===== config.mk =====
export PLATFORM = sky130hd
export DESIGN_NAME = cache_plru
export DESIGN_NICKNAME = d
export VERILOG_FILES = /design/src/rtl/cache_plru_pkg.sv /design/src/rtl/cache_plru_tree.sv /design/src/rtl/cache_plru.sv
export SDC_FILE = /design/constraint.sdc
export NUM_CORES = 1
export LEC_CHECK = 0
export ABC_CLOCK_PERIOD_IN_PS = 7500
export CAP_MARGIN = 20
export CORE_MARGIN = 3
export CORE_UTILIZATION = 45
export CTS_CLUSTER_SIZE = 10
export DETAILED_ROUTE_END_ITERATION = 7
export GPL_TIMING_DRIVEN = 1
export MAX_ROUTING_LAYER = met4
export PLACE_DENSITY = 0.57
export SETUP_SLACK_MARGIN = 0.05
export SLEW_MARGIN = 5
export SYNTH_ARGS = -nofsm -noshare
export SYNTH_HDL_FRONTEND = slang
export SYNTH_SLANG_ARGS = --single-unit

===== constraint.sdc =====
create_clock -name clk -period 7.5 [get_ports clk]
set_clock_uncertainty 0.2 [all_clocks]
set_input_delay 1.5 -clock clk [delete_from_list [all_inputs] [get_ports clk]]
set_output_delay 1.5 -clock clk [all_outputs]
set_load 0.05 [all_outputs]

===== src/rtl/cache_plru_pkg.sv =====
// Shared types and defaults for the tree pseudo-LRU replacement tracker.
package lc3b_types;

    // Default geometries: L1 is a small 2-way array, L2 keeps the legacy 4-way/64-set shape.
    localparam int unsigned L1_WAYS = 2;
    localparam int unsigned L1_SETS = 16;
    localparam int unsigned L2_WAYS = 4;
    localparam int unsigned L2_SETS = 64;

    localparam int unsigned PLRU_WAYW = $clog2(L2_WAYS);

    typedef logic [PLRU_WAYW-1:0] lc3b_plru_way;

    typedef enum logic {
        FLUSH_IDLE  = 1'b0,
        FLUSH_SWEEP = 1'b1
    } flush_state_e;

    // Index of the left (go_right=0) or right (go_right=1) child of a tree node.
    function automatic int unsigned plru_child(input int unsigned node, input logic go_right);
        return (2 * node) + 1 + 32'(go_right);
    endfunction

endpackage


===== src/rtl/cache_plru_tree.sv =====
// Combinational tree-PLRU helpers: next state after touching a way, and the victim of a state.
// Node i lives at bit WAYS-2-i; leaves map left to right onto ways 0..WAYS-1.
module cache_plru_tree #(
    parameter int unsigned WAYS = 4
) (
    input  logic [WAYS-2:0]         state_i,
    input  logic [$clog2(WAYS)-1:0] access_way_i,
    output logic [WAYS-2:0]         next_state_c_o,
    output logic [$clog2(WAYS)-1:0] victim_c_o
);
    import lc3b_types::*;

    localparam int unsigned WAYW = $clog2(WAYS);

    // Point every node on the path to the touched way away from it.
    always_comb begin : tree_update
        next_state_c_o = state_i;
        for (int unsigned lvl = 0; lvl < WAYW; lvl++) begin
            for (int unsigned pos = 0; pos < (32'd1 << lvl); pos++) begin
                if (32'(access_way_i >> (WAYW - lvl)) == pos) begin
                    next_state_c_o[WAYS-2-((32'd1 << lvl) - 1 + pos)] = ~access_way_i[WAYW-1-lvl];
                end
            end
        end
    end

    // Follow node bits from the root (0 = left, 1 = right) down to a leaf.
    always_comb begin : tree_victim
        int unsigned node;
        logic        dir;
        node       = 0;
        dir        = 1'b0;
        victim_c_o = '0;
        for (int unsigned lvl = 0; lvl < WAYW; lvl++) begin
            dir = 1'b0;
            for (int unsigned n = 0; n < WAYS - 1; n++) begin
                if (n == node) begin
                    dir = state_i[WAYS-2-n];
                end
            end
            victim_c_o[WAYW-1-lvl] = dir;
            node = plru_child(node, dir);
        end
    end

endmodule


===== src/rtl/cache_plru.sv =====
// Per-set tree pseudo-LRU tracker with registered victim output and a set-by-set flush sweep.
// Optional feature macro: PLRU_INVALID_FIRST_EN (prefer the lowest invalid way over the tree victim).
module cache_plru
    import lc3b_types::*;
#(
    parameter int unsigned WAYS = L2_WAYS,
    parameter int unsigned SETS = L2_SETS
) (
    input  logic                    clk,
    input  logic                    reset_n,
    input  logic                    lookup_valid,
    input  logic [$clog2(SETS)-1:0] lookup_index,
    output logic                    victim_valid,
    output logic [$clog2(WAYS)-1:0] victim_way,
    input  logic [WAYS-1:0]         way_valid,
    input  logic                    access_valid,
    input  logic [$clog2(SETS)-1:0] access_index,
    input  logic [$clog2(WAYS)-1:0] access_way,
    input  logic                    flush_req,
    output logic                    busy,
    output logic                    flush_done
);

    localparam int unsigned WAYW = $clog2(WAYS);
    localparam int unsigned IDXW = $clog2(SETS);
    localparam int unsigned TW   = WAYS - 1;

    logic [TW-1:0]   tree_q [SETS];
    flush_state_e    fsm_q, fsm_d;
    logic [IDXW-1:0] cnt_q, cnt_d;
    logic            victim_valid_q, victim_valid_d;
    logic [WAYW-1:0] victim_way_q, victim_way_d;
    logic            flush_done_q, flush_done_d;

    logic            idle_c;
    logic            lkp_en_c;
    logic            acc_en_c;
    logic [TW-1:0]   acc_state_c;
    logic [TW-1:0]   acc_next_c;
    logic [TW-1:0]   lkp_state_c;
    logic [WAYW-1:0] tree_victim_c;
    logic [WAYW-1:0] pick_victim_c;
    logic            tree_we_c;
    logic [IDXW-1:0] tree_waddr_c;
    logic [TW-1:0]   tree_wdata_c;

    logic [TW-1:0]   lkp_next_unused;
    logic [WAYW-1:0] acc_victim_unused;

    // Request qualification: the sweep owns the arrays; a flush request drops a same-cycle access.
    assign idle_c   = (fsm_q == FLUSH_IDLE);
    assign lkp_en_c = lookup_valid & idle_c;
    assign acc_en_c = access_valid & idle_c & ~flush_req;

    assign acc_state_c = tree_q[access_index];
    // Forward the in-flight update so a same-set lookup sees the post-access state.
    assign lkp_state_c = (acc_en_c && (access_index == lookup_index)) ? acc_next_c
                                                                      : tree_q[lookup_index];

    cache_plru_tree #(.WAYS(WAYS)) u_tree_update (
        .state_i        (acc_state_c),
        .access_way_i   (access_way),
        .next_state_c_o (acc_next_c),
        .victim_c_o     (acc_victim_unused)
    );

    cache_plru_tree #(.WAYS(WAYS)) u_tree_victim (
        .state_i        (lkp_state_c),
        .access_way_i   (access_way),
        .next_state_c_o (lkp_next_unused),
        .victim_c_o     (tree_victim_c)
    );

`ifdef PLRU_INVALID_FIRST_EN
    // Any invalid way beats the tree choice; the lowest-numbered one is taken.
    always_comb begin : invalid_first
        pick_victim_c = tree_victim_c;
        for (int i = int'(WAYS) - 1; i >= 0; i--) begin
            if (!way_valid[i]) begin
                pick_victim_c = WAYW'(i);
            end
        end
    end
`else
    logic unused_way_valid;
    assign unused_way_valid = ^way_valid;
    assign pick_victim_c    = tree_victim_c;
`endif

    // Flush FSM, tree write port selection and output next-state.
    always_comb begin : ctrl_next
        fsm_d          = fsm_q;
        cnt_d          = cnt_q;
        flush_done_d   = 1'b0;
        tree_we_c      = 1'b0;
        tree_waddr_c   = access_index;
        tree_wdata_c   = acc_next_c;
        victim_valid_d = lkp_en_c;
        victim_way_d   = lkp_en_c ? pick_victim_c : victim_way_q;
        case (fsm_q)
            FLUSH_IDLE: begin
                if (flush_req) begin
                    fsm_d = FLUSH_SWEEP;
                    cnt_d = '0;
                end else if (acc_en_c) begin
                    tree_we_c = 1'b1;
                end
            end
            FLUSH_SWEEP: begin
                tree_we_c    = 1'b1;
                tree_waddr_c = cnt_q;
                tree_wdata_c = '0;
                cnt_d        = cnt_q + 1'b1;
                if (cnt_q == IDXW'(SETS - 1)) begin
                    fsm_d        = FLUSH_IDLE;
                    cnt_d        = '0;
                    flush_done_d = 1'b1;
                end
            end
            default: begin
                fsm_d = FLUSH_IDLE;
            end
        endcase
    end

    // Control and output registers.
    always_ff @(posedge clk) begin : ctrl_regs
        if (!reset_n) begin
            fsm_q          <= FLUSH_IDLE;
            cnt_q          <= '0;
            victim_valid_q <= 1'b0;
            victim_way_q   <= '0;
            flush_done_q   <= 1'b0;
        end else begin
            fsm_q          <= fsm_d;
            cnt_q          <= cnt_d;
            victim_valid_q <= victim_valid_d;
            victim_way_q   <= victim_way_d;
            flush_done_q   <= flush_done_d;
        end
    end

    // Per-set tree state, single write port shared by accesses and the sweep.
    always_ff @(posedge clk) begin : tree_store
        if (!reset_n) begin
            for (int unsigned s = 0; s < SETS; s++) begin
                tree_q[s] <= '0;
            end
        end else if (tree_we_c) begin
            tree_q[tree_waddr_c] <= tree_wdata_c;
        end
    end

    assign victim_valid = victim_valid_q;
    assign victim_way   = victim_way_q;
    assign flush_done   = flush_done_q;
    assign busy         = (fsm_q == FLUSH_SWEEP);

endmodule


# After elaboration in Yosys (flattened, before gate mapping)
# Memories as Yosys holds them, arrays and structs flattened.
# Index checks and enable logic that the tools add are counted.
# totals
ff_bits	11
ram_bits	192
in_bits	23
output_inout_bits	5
wordCells	50
n_memories	1
# memory_table
memory	words	width	read_ports	rd_clocked_by_memory_dff	wr	line_no	text
tree_q	64	3	2	0	64	cache_plru.sv:28	logic [TW-1:0] tree_q [SETS];
# op_classes
add_sub_neg	2
eq_ne	5
muxes	25
bitwise	7
reduce_logical	5
# op_table
cell	count
zero test 32 bit	2
== test 1 x 32 -> 1 bit (first input constant)	1
== test 2 x 32 -> 1 bit (first input constant)	1
two-way mux 6 bit	4
two-way mux 1 bit	15
case mux 6 bit (2 select lines)	1
two-way mux 3 bit	3
adder 6 x 1 -> 6 bit (second input constant)	1
== test 6 bit	1
== test 6 bit (second input constant)	1
inverter 1 bit	4
case mux 1 bit (2 select lines)	2
bitwise AND 1 bit	3
OR reduction 3 bit	1
adder 1 x 1 -> 2 bit (first input constant)	1
inequality test 2 bit (second input constant)	1
AND reduction 2 bit	1
logical AND 1 bit	1

# Depth between registers and ports, before layout
# logic_depth
ltp_word	11
ltp_mapped	13
depth_no_buf	7

# Modules after synthesis
# Synthesis repeated with hierarchy kept, for this count alone.
# hier_totals
hier_cells	890
hier_area_um2	11347.1
# modules_own_cells
mod	n_inst	cells_per_inst	area_each_um2	seq_area_each_um2
cache_plru	1	874	11229.5	5985.7
cache_plru_tree	2	8	58.8	0.0

# Worst setup path after synthesis
# No wires, ideal clock.
# synth_timing
kind	in2reg
start	input access_index[1]
end	memory tree_q[10][0] in the netlist's numbering (data pin)
setup_time_ps	254
arrival_ps	3434
required_ps	7046
path_slack_ps	3613
cell_stages	11
n_path_buf	4
path_cell_list	buf_6 -> buf_6 -> mux2_1 -> mux4_2 -> nor3_1 -> o22ai_1 -> and4_1 -> o21bai_2 -> buf_6 -> buf_12 -> nor2_2
# synth_rtl
item	line_no	text
start, declared	cache_plru.sv:17	input logic [$clog2(SETS)-1:0] access_index,
end, declared	cache_plru.sv:28	

==> metrics <==
outcome complete, no violations; data arrival time of the critical path 5.15 ns; worst vdd ir ~0.00014 V; Post-Syn Instances about 980; drc violations 0; Top Ports 28; Clock Sinks about 200; Initial Utilization 0.4581; initial drt markers approximately 1100; area share of the leading cell type in the synthesized netlist 0.5160; Required @ worst endpoint between 7 and 8 ns; # fillers roughly 2200; Synth Area per Inst 11.46 um2; H-tree depth 1; Final #Nets 1001; Die ar. around 27000 um2; num rows between 50 and 60; Setup crit end kind flop; Die Y around 160 um; Post-CTS Resized 0; Syn Nets about 1000; CTS Hold Bufs 0; Worst-Skew Late Latency 0.52 ns; Pwr Density 217.9 nW/um2; Total Routing Usage GR 0.2672; final setup margin around 2.4 ns; Startpoint Class primary input; DR vias/cell between 6 and 7; antenna cell count 0; IO buf count 23; Placement Setup Slack a little under 2 ns; Yosys warning count 0; layout cells sized above 1 0.1789; multi-input logic area approximately 4700 um2; Post-Layout Cell Count roughly 1300; Synth area leaders edfxtp_1 52%, mux4_2 12%, nor2_1 6.5%; cell mode on critical path nand3_1; vias in the first global route 7900; grt total ovfl 0; Tmin final just over 5 ns; Post-CTS Setup Bufs 0; Buf/Inv on CP 3; max cap viols 0; slowest cell delay on critical path 0.87 ns; HPWL after DPL roughly 23 mm; Crit Path Max Fanout 46; Final period util 0.6782; Mapped Area approximately 11000 um2; setup TNS 0 ns; Routed Antenna Nets 0; Register Area between 5000 and 6000 um2; Synth top cells by count 194 x nor2_1, 192 x edfxtp_1, 168 x nand2_1; Seq/Total Area, Yosys 0.5357; largest net degree at the start of global routing between 40 and 50; Post-synth EDFFs between 150 and 200; crit-path cells clkdlybuf4s50_1 -> buf_4 -> mux4_2 -> mux2i_1 -> nand3_1 -> nand3_1 -> nand3_1 -> o21bai_4 -> buf_12 -> nor2_1; Pre-antenna DRT Iters 5; CP max stage cell clkdlybuf4s50_1; area leader, netlist edfxtp_1; final hold slack approximately 0.33 ns; ys flop type edfxtp_1; flops & latches, synth 203; die width roughly 160 um; Worst Hold Class flop to flop; total CTS buffers 25; clock root cell clkbuf_16; final-report hold violation count 0; CTS tree done; Slew HR 0.1948; Largest delay share family, worst path buffers and inverters; Distinct cells, synth 64; Pleak around 4.2 nW; dominant cell by count in the synthesized netlist nor2_1; antenna violations before repair 0; core area ~24000 um2; first-pass GRT wire length 50.63 mm; CTS Buffer Depth 3; DRT Wirelength 33.96 mm; Slew @ Worst Pin around 1.2 ns; Placer Congestion just under 0.9; RSZ-0062 raised after global routing false; Post-Route Utilization 0.5004; post-DR wirelength/cell ~26 um; critical path type primary input to flop; placed cells 1273; Pins Over Slew Limit 0; Worst-path clk slew 0.06 ns; Layout area overhead 9.239%; Final setup viols 0; fmax 196.6 MHz; Via Count 8169; Synth async-reset ratio 0
==> metal layers <==
layer / vias up / GRT usage / part of all wire
met5: - / - / 0
met4: 0 / 0.09381 / 0.038
met3: 82 / 0.05681 / 0.099
met2: 447 / 0.3931 / 0.45
met1: 4097 / 0.3700 / 0.42
li1: 3543 / - / -
==> metrics by stage <==
stage               instance area [um2]  total power [mW]
global placement                  11520             1.636
floorplan                         11170             1.545
finish                            12210             2.659
global route                      12210             2.741
CTS                               12190             2.670
detailed placement                11520             1.639
==> layout by cell type, fill, tap and decap left out, types with 5 or more instances in the layout <==
| cell type | n |
|---|---|
| nor2_1 | 194 |
| edfxtp_1 | 192 |
| nand2_1 | 168 |
| mux4_2 | 59 |
| mux2i_1 | 40 |
| nor2_2 | 40 |
| nand3_1 | 29 |
| clkbuf_16 | 25 |
| clkdlybuf4s50_1 | 19 |
| buf_4 | 19 |
| a22oi_1 | 17 |
| nor2b_1 | 15 |
| mux2_2 | 14 |
| o21ai_0 | 11 |
| a21oi_1 | 11 |
| dfxtp_1 | 11 |
| inv_1 | 9 |
| nor3_1 | 7 |
| and2_1 | 7 |
| nand2b_1 | 5 |
| a31oi_1 | 5 |
| o22ai_1 | 5 |
==> area by class of cell <==
type / instances / share of cell area
flip-flops and latches: 203 / 0.4904
multi-input cells: 693 / 0.3866
clock buffers: 29 / 0.05249
well taps: 324 / 0.03321
repair buffers: 44 / 0.03178
inverters: 10 / 0.003075
clock inverters: 5 / 0.002460
==> report_power, final <==
part	leakage [nW]	internal, mW	switching [mW]
Combinational	1.81	0.112	0.207
Clock	0.328	0.597	0.442
Sequential	2.07	1.28	0.0230
Total	4.21	1.99	0.672
==> worst paths after layout <==
path,startpoint,end,cells past startpoint,slack (ns)
max,access_index[0],tree_q[39][1]$_SDFFCE_PN0P_,10,2.41
min,victim_way[0]$_SDFFE_PN0P_,victim_way[0]$_SDFFE_PN0P_,2,0.33
max reg2reg,tree_q[12][1]$_SDFFCE_PN0P_,tree_q[39][1]$_SDFFCE_PN0P_,8,4.06
min reg2reg,victim_way[0]$_SDFFE_PN0P_,victim_way[0]$_SDFFE_PN0P_,2,0.33
==> worst reg2reg max path, stage by stage, from the launching register on <==
cell and delay [ns]:
edfxtp_1 0.44, mux4_2 0.53, mux4_2 0.49, o211a_1 0.22, nand3_1 0.10, nand3_1 0.16
o21bai_4 0.56, buf_12 0.31, nor2_1 0.17
==> state kept, by name, indices dropped and copies added, names as in the netlist <==
register      cells
cnt_q             6
victim_way        2
busy              1
victim_valid      1
flush_done        1
tree_q          192
==> cells by family after synthesis <==
logic type                 synth area share
xor gates and xnor gates           0.004703
AOI/OAI and AO/OA                   0.04972
buffers and inverters               0.04367
adders and majority gates          0.001120
DFF                                  0.5357
muxes                                0.1736
and+or+nand+nor                      0.1915
No activity file was read; power rests on OpenSTA's default activity.
